<file path="src/rtl/pc_sequencer.sv">
// Fetch-side program counter generator: sequential increment, stall hold,
// redirect with a fixed bubble count, halt, and a count of accepted fetches.
module pc_sequencer #(
    parameter int              ISIZE            = 16,
    parameter logic [ISIZE-1:0] RESET_PC        = '0,
    parameter int              PC_STEP          = 1,
    parameter int              REDIRECT_BUBBLES = 1,
    parameter int              CNT_W            = 16
) (
    input  logic             clk,
    input  logic             rst,
    input  logic             stall,
    input  logic             redirect_valid,
    input  logic [ISIZE-1:0] redirect_pc,
    input  logic             halt,
    output logic [ISIZE-1:0] PC_out,
    output logic             pc_valid,
    output logic [CNT_W-1:0] fetch_count,
    output logic             busy_flush
);

    typedef enum logic [1:0] {BOOT, RUN, FLUSH, HALTED} state_t;

    localparam logic [2:0]       BUBBLE_LOAD = 3'(REDIRECT_BUBBLES - 1);
    localparam logic [ISIZE-1:0] STEP        = ISIZE'(PC_STEP);

    state_t           state_reg, state_next;
    logic [2:0]       bubble_reg, bubble_next;
    logic [ISIZE-1:0] pc_next;
    logic             valid_next;
    logic [CNT_W-1:0] count_next;
    logic             accept;

    assign busy_flush = (state_reg == FLUSH);

    always_comb begin
        state_next  = state_reg;
        bubble_next = bubble_reg;
        pc_next     = PC_out;
        valid_next  = pc_valid;
        // The accepted fetch is counted even when a redirect or halt lands on the same edge.
        accept      = pc_valid & ~stall;
        count_next  = fetch_count + {{(CNT_W-1){1'b0}}, accept};

        if (redirect_valid) begin
            state_next  = FLUSH;
            pc_next     = redirect_pc;
            valid_next  = 1'b0;
            bubble_next = BUBBLE_LOAD;
        end else if (halt && state_reg != HALTED) begin
            state_next = HALTED;
            valid_next = 1'b0;
        end else begin
            case (state_reg)
                BOOT: begin
                    state_next = RUN;
                    valid_next = 1'b1;
                end
                RUN: begin
                    if (!stall) begin
                        pc_next = PC_out + STEP;
                    end
                end
                FLUSH: begin
                    // Target is held; stall has no effect while bubbles drain.
                    if (bubble_reg == 3'd0) begin
                        state_next = RUN;
                        valid_next = 1'b1;
                    end else begin
                        bubble_next = bubble_reg - 3'd1;
                    end
                end
                HALTED: begin
                    valid_next = 1'b0;
                end
                default: begin
                    state_next = BOOT;
                    valid_next = 1'b0;
                end
            endcase
        end
    end

    always_ff @(posedge clk) begin
        if (rst) begin
            state_reg   <= BOOT;
            bubble_reg  <= 3'd0;
            PC_out      <= RESET_PC;
            pc_valid    <= 1'b0;
            fetch_count <= '0;
        end else begin
            state_reg   <= state_next;
            bubble_reg  <= bubble_next;
            PC_out      <= pc_next;
            pc_valid    <= valid_next;
            fetch_count <= count_next;
        end
    end

endmodule

</file>
<file path="config.mk">
export PLATFORM = sky130hd
export DESIGN_NAME = pc_sequencer
export DESIGN_NICKNAME = d
export VERILOG_FILES = /design/src/rtl/pc_sequencer.sv
export SDC_FILE = /design/constraint.sdc
export NUM_CORES = 1
export LEC_CHECK = 0
export CAP_MARGIN = 20
export CORE_MARGIN = 2
export CORE_UTILIZATION = 30
export CTS_BUF_LIST = sky130_fd_sc_hd__clkbuf_4
export DETAILED_ROUTE_END_ITERATION = 10
export HOLD_SLACK_MARGIN = 0.02
export PLACE_DENSITY_LB_ADDON = 0.1
export SYNTH_ARGS = -nofsm -noshare
export SYNTH_HDL_FRONTEND = slang
export SYNTH_SLANG_ARGS = --single-unit
</file>
<file path="constraint.sdc">
create_clock -name clk -period 2.95 [get_ports clk]
set_input_delay 0.295 -clock clk [delete_from_list [all_inputs] [get_ports clk]]
set_output_delay 0.295 -clock clk [all_outputs]
set_load 0.01 [all_outputs]
</file>
==> results of run 1 <==
==> worst min-delay path: stages (launching register included) <==
cell and delay, ns:
sky130_fd_sc_hd__dfxtp_1 0.33, sky130_fd_sc_hd__nor2_1 0.09, sky130_fd_sc_hd__a211oi_1 0.05
==> cells in the mapped netlist (2+ instances only) <==
| master | instances | area share |
|---|---|---|
| sky130_fd_sc_hd__nor3_1 | 6 | 0.016 |
| sky130_fd_sc_hd__xor2_1 | 7 | 0.033 |
| sky130_fd_sc_hd__nor4_1 | 4 | 0.013 |
| sky130_fd_sc_hd__or4_1 | 2 | 0.0081 |
| sky130_fd_sc_hd__o21bai_1 | 2 | 0.0081 |
| sky130_fd_sc_hd__nor2b_1 | 5 | 0.017 |
| sky130_fd_sc_hd__dfxtp_1 | 38 | 0.41 |
| sky130_fd_sc_hd__a21oi_1 | 5 | 0.013 |
| sky130_fd_sc_hd__o31ai_1 | 2 | 0.0081 |
| sky130_fd_sc_hd__xnor2_1 | 12 | 0.057 |
| sky130_fd_sc_hd__and3_1 | 3 | 0.010 |
| sky130_fd_sc_hd__nand2_1 | 10 | 0.020 |
| sky130_fd_sc_hd__clkbuf_1 | 7 | 0.014 |
| sky130_fd_sc_hd__or3_1 | 8 | 0.027 |
| sky130_fd_sc_hd__nor2_1 | 31 | 0.063 |
| sky130_fd_sc_hd__a211oi_1 | 8 | 0.032 |
| sky130_fd_sc_hd__nand3_1 | 11 | 0.030 |
| sky130_fd_sc_hd__a311oi_1 | 8 | 0.038 |
| sky130_fd_sc_hd__ha_1 | 6 | 0.040 |
| sky130_fd_sc_hd__nand4_1 | 5 | 0.017 |
| sky130_fd_sc_hd__o21ai_0 | 9 | 0.024 |
| sky130_fd_sc_hd__inv_1 | 12 | 0.024 |
| sky130_fd_sc_hd__nor3b_1 | 2 | 0.0081 |
==> where the power goes <==
group          total [mW]  internal (mW)  switching (mW)
clock network       0.441          0.261           0.180
logic               0.126         0.0745          0.0510
registers           0.555          0.531          0.0234
==> metrics by stage <==
| stage | cells | setup slack [ns] | utilization | total power, mW | area (um^2) |
|---|---|---|---|---|---|
| floorplan | 214 | 1.07 | - | 0.615 | 1850 |
| global placement | 339 | 0.705 | 0.417 | 0.694 | 2480 |
| detailed placement | 339 | 0.677 | 0.417 | 0.693 | 2480 |
| finish | 347 | 1.05 | 0.434 | 1.12 | 2590 |
| CTS | 347 | 1.06 | 0.434 | 1.14 | 2590 |
| global route | 347 | 0.894 | 0.434 | 1.18 | 2590 |
==> routing by layer <==
layer,up-vias,part of all wire,routed length (um)
met5,-,0,0
met4,0,0.0068,29
met3,4,0.045,195
met2,35,0.44,1870
met1,768,0.51,2200
li1,876,-,-
==> cell type report <==
type / count / area [um^2] / area share
multi-input combinational: 157 / 1020 / 0.395
sequential: 38 / 761 / 0.294
timing repair buffer: 57 / 563 / 0.218
tap: 75 / 93.8 / 0.0363
clock inverter: 3 / 63.8 / 0.0247
inverter: 12 / 45.0 / 0.0174
clock buffer: 5 / 37.5 / 0.0145
==> placed cells by master, fill, tap and decap left out, drive strengths merged, types with 6 or more instances in the layout <==
cell type / netlist / layout
dfxtp: 38 / 38
nor2: 31 / 31
nand4: 7 / 7
xor2: 7 / 7
nand2: 10 / 10
ha: 6 / 6
clkdlybuf4s50: 0 / 54
or3: 8 / 8
nand3: 11 / 11
o21ai: 9 / 9
a311oi: 8 / 8
inv: 12 / 12
a211oi: 8 / 8
nor3: 6 / 6
xnor2: 12 / 12
==> logic make-up (layout without fill, tap and decap cells) <==
logic type	after synthesis	after routing	synth area share
AND/OR/NAND/NOR	94	94	0.277
flip-flops	38	38	0.410
AO/OA/AOI/OAI	37	37	0.138
XOR/XNOR	19	19	0.0897
buffers and inverters	19	77	0.0385
adder cells (fa/ha/maj)	6	6	0.0405
multiplexers	1	1	0.00540
==> worst max-delay path by stage <==
stage	cells after the start	endpoint	slack (ns)	from
2_1_floorplan	4	PC_out[15]	1.07	state_reg[1]
3_3_place_gp	5	PC_out[15]	0.71	stall
3_5_place_dp	5	PC_out[14]	0.68	stall
4_1_cts	7	fetch_count[14]	1.06	pc_valid
5_1_grt	7	fetch_count[10]	0.89	pc_valid
6_report	8	fetch_count[14]	1.05	stall
==> flow_results.org, run 1 <==
** Status
- Outcome :: completed

** Timing
- Hold timing on the final database bottoms out at a slack of about 0.5 ns.
- The worst pin sits at a relative slew slack of 0.535.
- The count of final max-slew check failures came to 0.
- Fin. Hold Viols :: 0
- Minimum clock period after layout :: approximately 1.9 ns
- For the pin with the worst max-slew slack, the measured transition is roughly 0.70 ns.
- RSZ-0062 raised after global routing :: no
- Setup violations remaining at the end of the flow were counted as 0.
- Dividing the final minimum period by the clock period gives 0.645.
- Final TNS setup :: 0 ns
- Based on the critical path, the design can be clocked at up to about 530 MHz.
- Worst Clk Skew :: approximately 0.018 ns

** Critical path
- R2r startpoint :: pc_valid
- In this run the critical register-to-register path is captured at fetch_count[14].
- Setup slack of the worst register-to-register path :: around 1.1 ns
- Broken down by cell family, the worst path's largest delay share belongs to simple AND/OR/NAND/NOR gates.
- Crit path max fanout :: 6
- Cell with the biggest individual delay on the critical path :: sky130_fd_sc_hd__clkdlybuf4s50_1
- Cell type with the highest occurrence count on the critical path :: sky130_fd_sc_hd__ha_1
- Data on the critical path is required at its endpoint by roughly 3.2 ns.
- On the worst path, the slowest cell contributes a delay of 0.48 ns.
- CP cell instances :: clkdlybuf4s50_1 -> nor2b_1 -> ha_1 -> ha_1 -> nand4_1 -> nor4_1 -> xnor2_1 -> nor2_1
- Number of cell instances on the worst register-to-register path :: 7
- Worst Setup End Kind :: flip-flop
- Together, buffers and inverters on the worst path number 1.
- WS Path Type :: in -> reg
- STA puts the critical path data arrival time at approximately 2.1 ns.
- Startpoint type of the worst setup path :: input pin

** GRT
- Across every metal layer, demand over resource in global routing totals 0.134.
- The number of global-route vias before repair was around 1.5k.
- In the global route stage, met1 resource usage came out at 0.185.
- First-pass GRT wire length :: between 6000 and 7000 um
- For this run, global-route usage on met3 was measured as 0.0283.
- Global routing finished with a remaining overflow of 0.
- Met2 track demand over resource :: 0.199
- Maximum number of pins on one net before global-route repair :: 33
- Number of antenna violations at the first check in global routing :: 0
- met2 is the most crowded layer.

** Floorplan
- DIE AREA :: between 0.006 and 0.007 mm^2
- The initial utilization of the core area, before any placement, comes to 0.311.
- 55 I/O pins were placed.
- The region available for standard cell placement spans about 0.0060 mm^2.
- Vertical die dimension :: 82.6 um
- The die is between 80 and 90 um wide.
- Total number of placement rows :: 28

** Synthesis
- For this run, the number of Yosys warnings is 0.
- Synthesis produced a netlist whose cell count is 214.
- Dominant register cell in the synthesized netlist :: sky130_fd_sc_hd__dfxtp_1
- Yosys cell types :: 34
- Part of the Yosys area used for sequential elements :: 0.410
- The synthesized netlist occupies a cell area of 0.00185 mm^2.
- In the synthesized netlist the async set-or-reset flop fraction comes to 0.
- Mapped Avg Cell Area :: 8.66 um^2
- Number of synthesized register bits :: 38
- Nets in the synthesized netlist :: ~240
- The synthesized design contains 0 enable-type register cells.

** Route
- Overall routed net length :: 4290 um
- For this run, design rule violations remaining after detail routing come to 0.
- Via density per instance :: approximately 4.9
- Average wire per cell in the routed design :: between 10 and 15 um
- DR vias :: 1683
- Final antenna-violating net count :: 0
- For this block, the initial DRC count from the detailed router was 74.
- Pre-antenna DRT Iters :: 4

** Clock network
- CTS Hold Bufs :: 0
- Post-CTS Repair Setup Buffers :: 0
- Post-CTS repair changed the size of 0 cells.
- Skew-Pair Late Insertion Delay :: approximately 0.35 ns
- H-tree lvl count :: 2
- Counting along the longest clock path gives a buffer depth of 2.
- Cell at the root of the clock tree :: sky130_fd_sc_hd__clkbuf_4
- Counting every sink on the clock net gives 38.
- Worst-path clk slew :: 0.12 ns
- Total clock buffers created by CTS :: 5
- TritonCTS built the clock tree.

** Run
- Reported max-cap violation count :: 0

** Layout
- 0 antenna diodes ended up in the layout.
- After filler insertion, the fill cell instance count of the layout stands at approximately 620.
- At the end of the flow, the number of nets in the layout was just under 300.
- Synth-to-layout area growth :: 39.5%
- Fraction of layout cells with a size suffix above 1 :: 0.0588

** Placed design
- Global placer's final weighted congestion :: approximately 0.76
- Count of buffers inserted at the top-level ports :: 54
- Detailed placer's ending HPWL :: 3050 um

** Worst hold path
- The tightest min-delay check is of the reg -> reg type.
- In this run the most critical hold path is launched from bubble_reg[2].
- Counting instances, the worst hold path has a depth of 2.
- The worst hold path terminates at bubble_reg[2].

** Power and ir drop
- Pwr per Cell Area :: between 400 and 500 mW/mm^2
- Maximum ir drop on the vdd rail :: between 0.15 and 0.2 mV
- Summed over all cells, the static leakage comes to 0.885 nW.
(Power assumes the default switching activity.)
==> run 2: changes to the inputs <==
==> constraint.sdc (replaced) <==
create_clock -name clk -period 1.9 [get_ports clk]
set_input_delay 0.19 -clock clk [delete_from_list [all_inputs] [get_ports clk]]
set_output_delay 0.19 -clock clk [all_outputs]
set_load 0.01 [all_outputs]
==> flow_results.org, run 2 (synthesis results as in run 1) <==
** Clock network
- Skew-Pair Late Insertion Delay :: ~0.35 ns
- TritonCTS built the clock tree.
- CTS Hold Bufs :: 0
- Buffers inserted during clock tree synthesis total 5.
- The tree is rooted in a sky130_fd_sc_hd__clkbuf_4.
- Worst-path clk slew :: around 0.12 ns
- CTS saw 38 sinks.
- Counting along the longest clock path gives a buffer depth of 2.
- H-tree lvl count :: 2

** Timing
- Fin. Hold Viols :: 0
- Tcrit/Tclk final :: 0.927
- Timing would allow up to 568 MHz.
- The clock arrives with about 0.0079 ns of skew.
- Number of setup violations in the final report :: 0
- For the final routed database, the setup TNS stands at 0 ns.
- The worst path needs 1.76 ns of the cycle, external delays included.
- The count of final max-slew check failures was 0.
- Final worst slack :: roughly 0.14 ns
- Setup repair after global routing could not meet its margin everywhere.
- In this run the tightest slew margin relative to its limit is 0.766.
- At the pin with the least slew margin, the transition time is 0.342 ns.

** Placed design
- Routability-driven placement finished with a final weighted congestion of ~0.73.
- Input and output buffers added on the ports amount to 54.
- Detailed placer's ending HPWL :: about 3200 um
- Prior to clock tree synthesis, the placed netlist has a worst setup slack of -0.191 ns.

** Layout
- Net total in the final layout :: 311
- Registers take ~760 um^2.
- Leading cell types in the layout, fill and taps excluded :: sky130_fd_sc_hd__clkdlybuf4s50_1, sky130_fd_sc_hd__dfxtp_1, sky130_fd_sc_hd__nor2_1, sky130_fd_sc_hd__buf_4
- Fraction of layout cells with a size suffix above 1 :: 0.112
- Compared with the post-synthesis result, the final layout area differs by 43.3%.
- Filler Cell Count :: ~620
- Multi-input logic area :: ~0.0010 mm^2
- Most frequent standard cell in the layout excluding fill and tap cells :: sky130_fd_sc_hd__clkdlybuf4s50_1
- Diodes inserted :: 0

** GRT
- The first global-routing pass estimated between 6000 and 7000 um of wire.
- The number of antenna violations at the first check in global routing was 0.
- Met3 Usage GRT :: 0.0380
- Entering global routing, the biggest net connects 31 pins.
- In this run the most used layer during global routing was met2.
- Met2 track demand over resource :: 0.209
- The number of global-route vias before repair is roughly 1.6k.
- Global route overflow :: 0
- M1 GR Usage :: 0.176
- Total routing usage reported by global routing :: 0.134

** Floorplan
- For this configuration, the core starts out at a cell density of 0.311.
- The die is between 80 and 90 um wide.
- Total number of placement rows :: 28
- DIE AREA :: ~0.0068 mm^2
- 55 I/O pins were placed.
- Vertical die dimension :: 82.6 um
- The floorplan step defined a core boundary enclosing about 0.0060 mm^2.

** Critical path
- Cell with the biggest individual delay on the critical path :: sky130_fd_sc_hd__dfxtp_1
- The kind of cell with the highest combined delay along the critical path is simple AND/OR/NAND/NOR gates.
- Maximum cell stage delay along the critical path :: 0.39 ns
- The worst setup path is captured at a flip-flop.
- Traced cell by cell, the critical path runs through nor2b_1 -> ha_1 -> ha_1 -> nand4_1 -> or3_1 -> a21oi_1.
- The number of buffers and inverters on the critical path is 0.
- For the worst setup path, the data arrival time is just over 2 ns.
- The worst setup path is launched from a flip-flop.
- Cell type with the highest occurrence count on the critical path :: sky130_fd_sc_hd__ha_1
- By startpoint and endpoint, the worst setup path is classified as reg -> reg.
- Crit path max fanout :: 6
- Required time worst endpoint :: 2.20 ns

** Route
- The first detailed-routing pass ran for 4 iterations.
- Across all layers, the routed design uses around 1.7k vias.
- Average wire per cell in the routed design :: between 10 and 15 um
- Residual DRC :: 0
- Number of DRC markers after the initial detailed-route iteration :: 40
- For this block, the routed nets add up to 4300 um of wire.
- Via density per instance :: 4.84
- The detail route stage leaves a number of antenna-violating nets equal to 0.

** Worst hold path
- Worst min path class :: in -> reg

** Power and ir drop
- Pwr per Cell Area :: between 500 and 600 mW/mm^2
- Summed over all cells, the static leakage comes to about 0.93 nW.
- Maximum ir drop on the vdd rail :: between 0.2 and 0.3 mV

** Status
- Outcome :: completed

** Run
- Reported max-cap violation count :: 0
-- run 2: cell count changes in the layout (fill, tap and decap cells not counted), sizes merged --
cell	delta
bufinv	-2
clkinvlp	+1
clkinv	+1
buf	+13
-- run 2: timing repair --
| item | in CTS | in global routing |
|---|---|---|
| setup endpoints to repair | 0 | 3 |
| resized for setup | 0 | 3 |
| buffers inserted | 0 | 0 |
-- run 2: through the flow --
| step | cell area (um^2) | util | total power, mW | hold slack (ns) | std cells |
|---|---|---|---|---|---|
| final | 2660 | 0.446 | 1.49 | 0.402 | 360 |
| after global routing | 2660 | 0.446 | 1.56 | 0.396 | 360 |
| after CTS | 2650 | 0.445 | 1.52 | 0.392 | 360 |
| after detailed placement | 2590 | 0.436 | 1.09 | 0.494 | 352 |
| after global placement | 2590 | 0.436 | 1.09 | 0.491 | 352 |
| after floorplan | 1850 | - | 0.955 | 0.273 | 214 |
-- run 2: routing by layer --
layer | wire [um] | vias to the layer above
met5 | 0 | -
met4 | 63 | 0
met3 | 240 | 5
met2 | 1850 | 38
met1 | 2150 | 792
li1 | - | 906
-- run 2: worst paths after layout --
check	startpoint	endpoint	slack (ns)	cells past startpoint
max	pc_valid	fetch_count[8]	0.14	6
min	redirect_pc[8]	PC_out[8]	0.40	3
min reg2reg	bubble_reg[1]	bubble_reg[1]	0.51	2
max reg2reg	pc_valid	fetch_count[8]	0.14	6
-- run 2: layout make-up --
| class | instances | area share |
|---|---|---|
| timing repair buffer | 70 | 0.253 |
| multi-input combinational | 157 | 0.387 |
| tap | 75 | 0.0353 |
| inverter | 12 | 0.0169 |
| clock inverter | 3 | 0.00612 |
| clock buffer | 5 | 0.0141 |
| sequential | 38 | 0.287 |
-- run 2: worst register-to-register path, stage by stage (launching register included) --
cell and delay, ns:
sky130_fd_sc_hd__dfxtp_1 0.39, sky130_fd_sc_hd__nor2b_1 0.19, sky130_fd_sc_hd__ha_1 0.20, sky130_fd_sc_hd__ha_1 0.17
sky130_fd_sc_hd__nand4_1 0.24, sky130_fd_sc_hd__or3_1 0.39, sky130_fd_sc_hd__a21oi_1 0.13
-- run 2: where the power goes --
part | leakage (nW) | switching [mW] | internal [mW]
Combinational | 0.590 | 0.0858 | 0.126
Sequential | 0.312 | 0.0321 | 0.826
Clock | 0.0286 | 0.285 | 0.138
Total | 0.930 | 0.402 | 1.09
==> run 3: changes to the inputs <==
--- a/config.mk
+++ b/config.mk
@@ -9,6 +9,7 @@
 export CORE_MARGIN = 2
 export CORE_UTILIZATION = 30
 export CTS_BUF_LIST = sky130_fd_sc_hd__clkbuf_4
+export CTS_CLUSTER_DIAMETER = 150
 export DETAILED_ROUTE_END_ITERATION = 10
 export HOLD_SLACK_MARGIN = 0.02
 export PLACE_DENSITY_LB_ADDON = 0.1
==> results of run 3 <==
No change in the layout: final DEF, timing and power equal those of run 2.
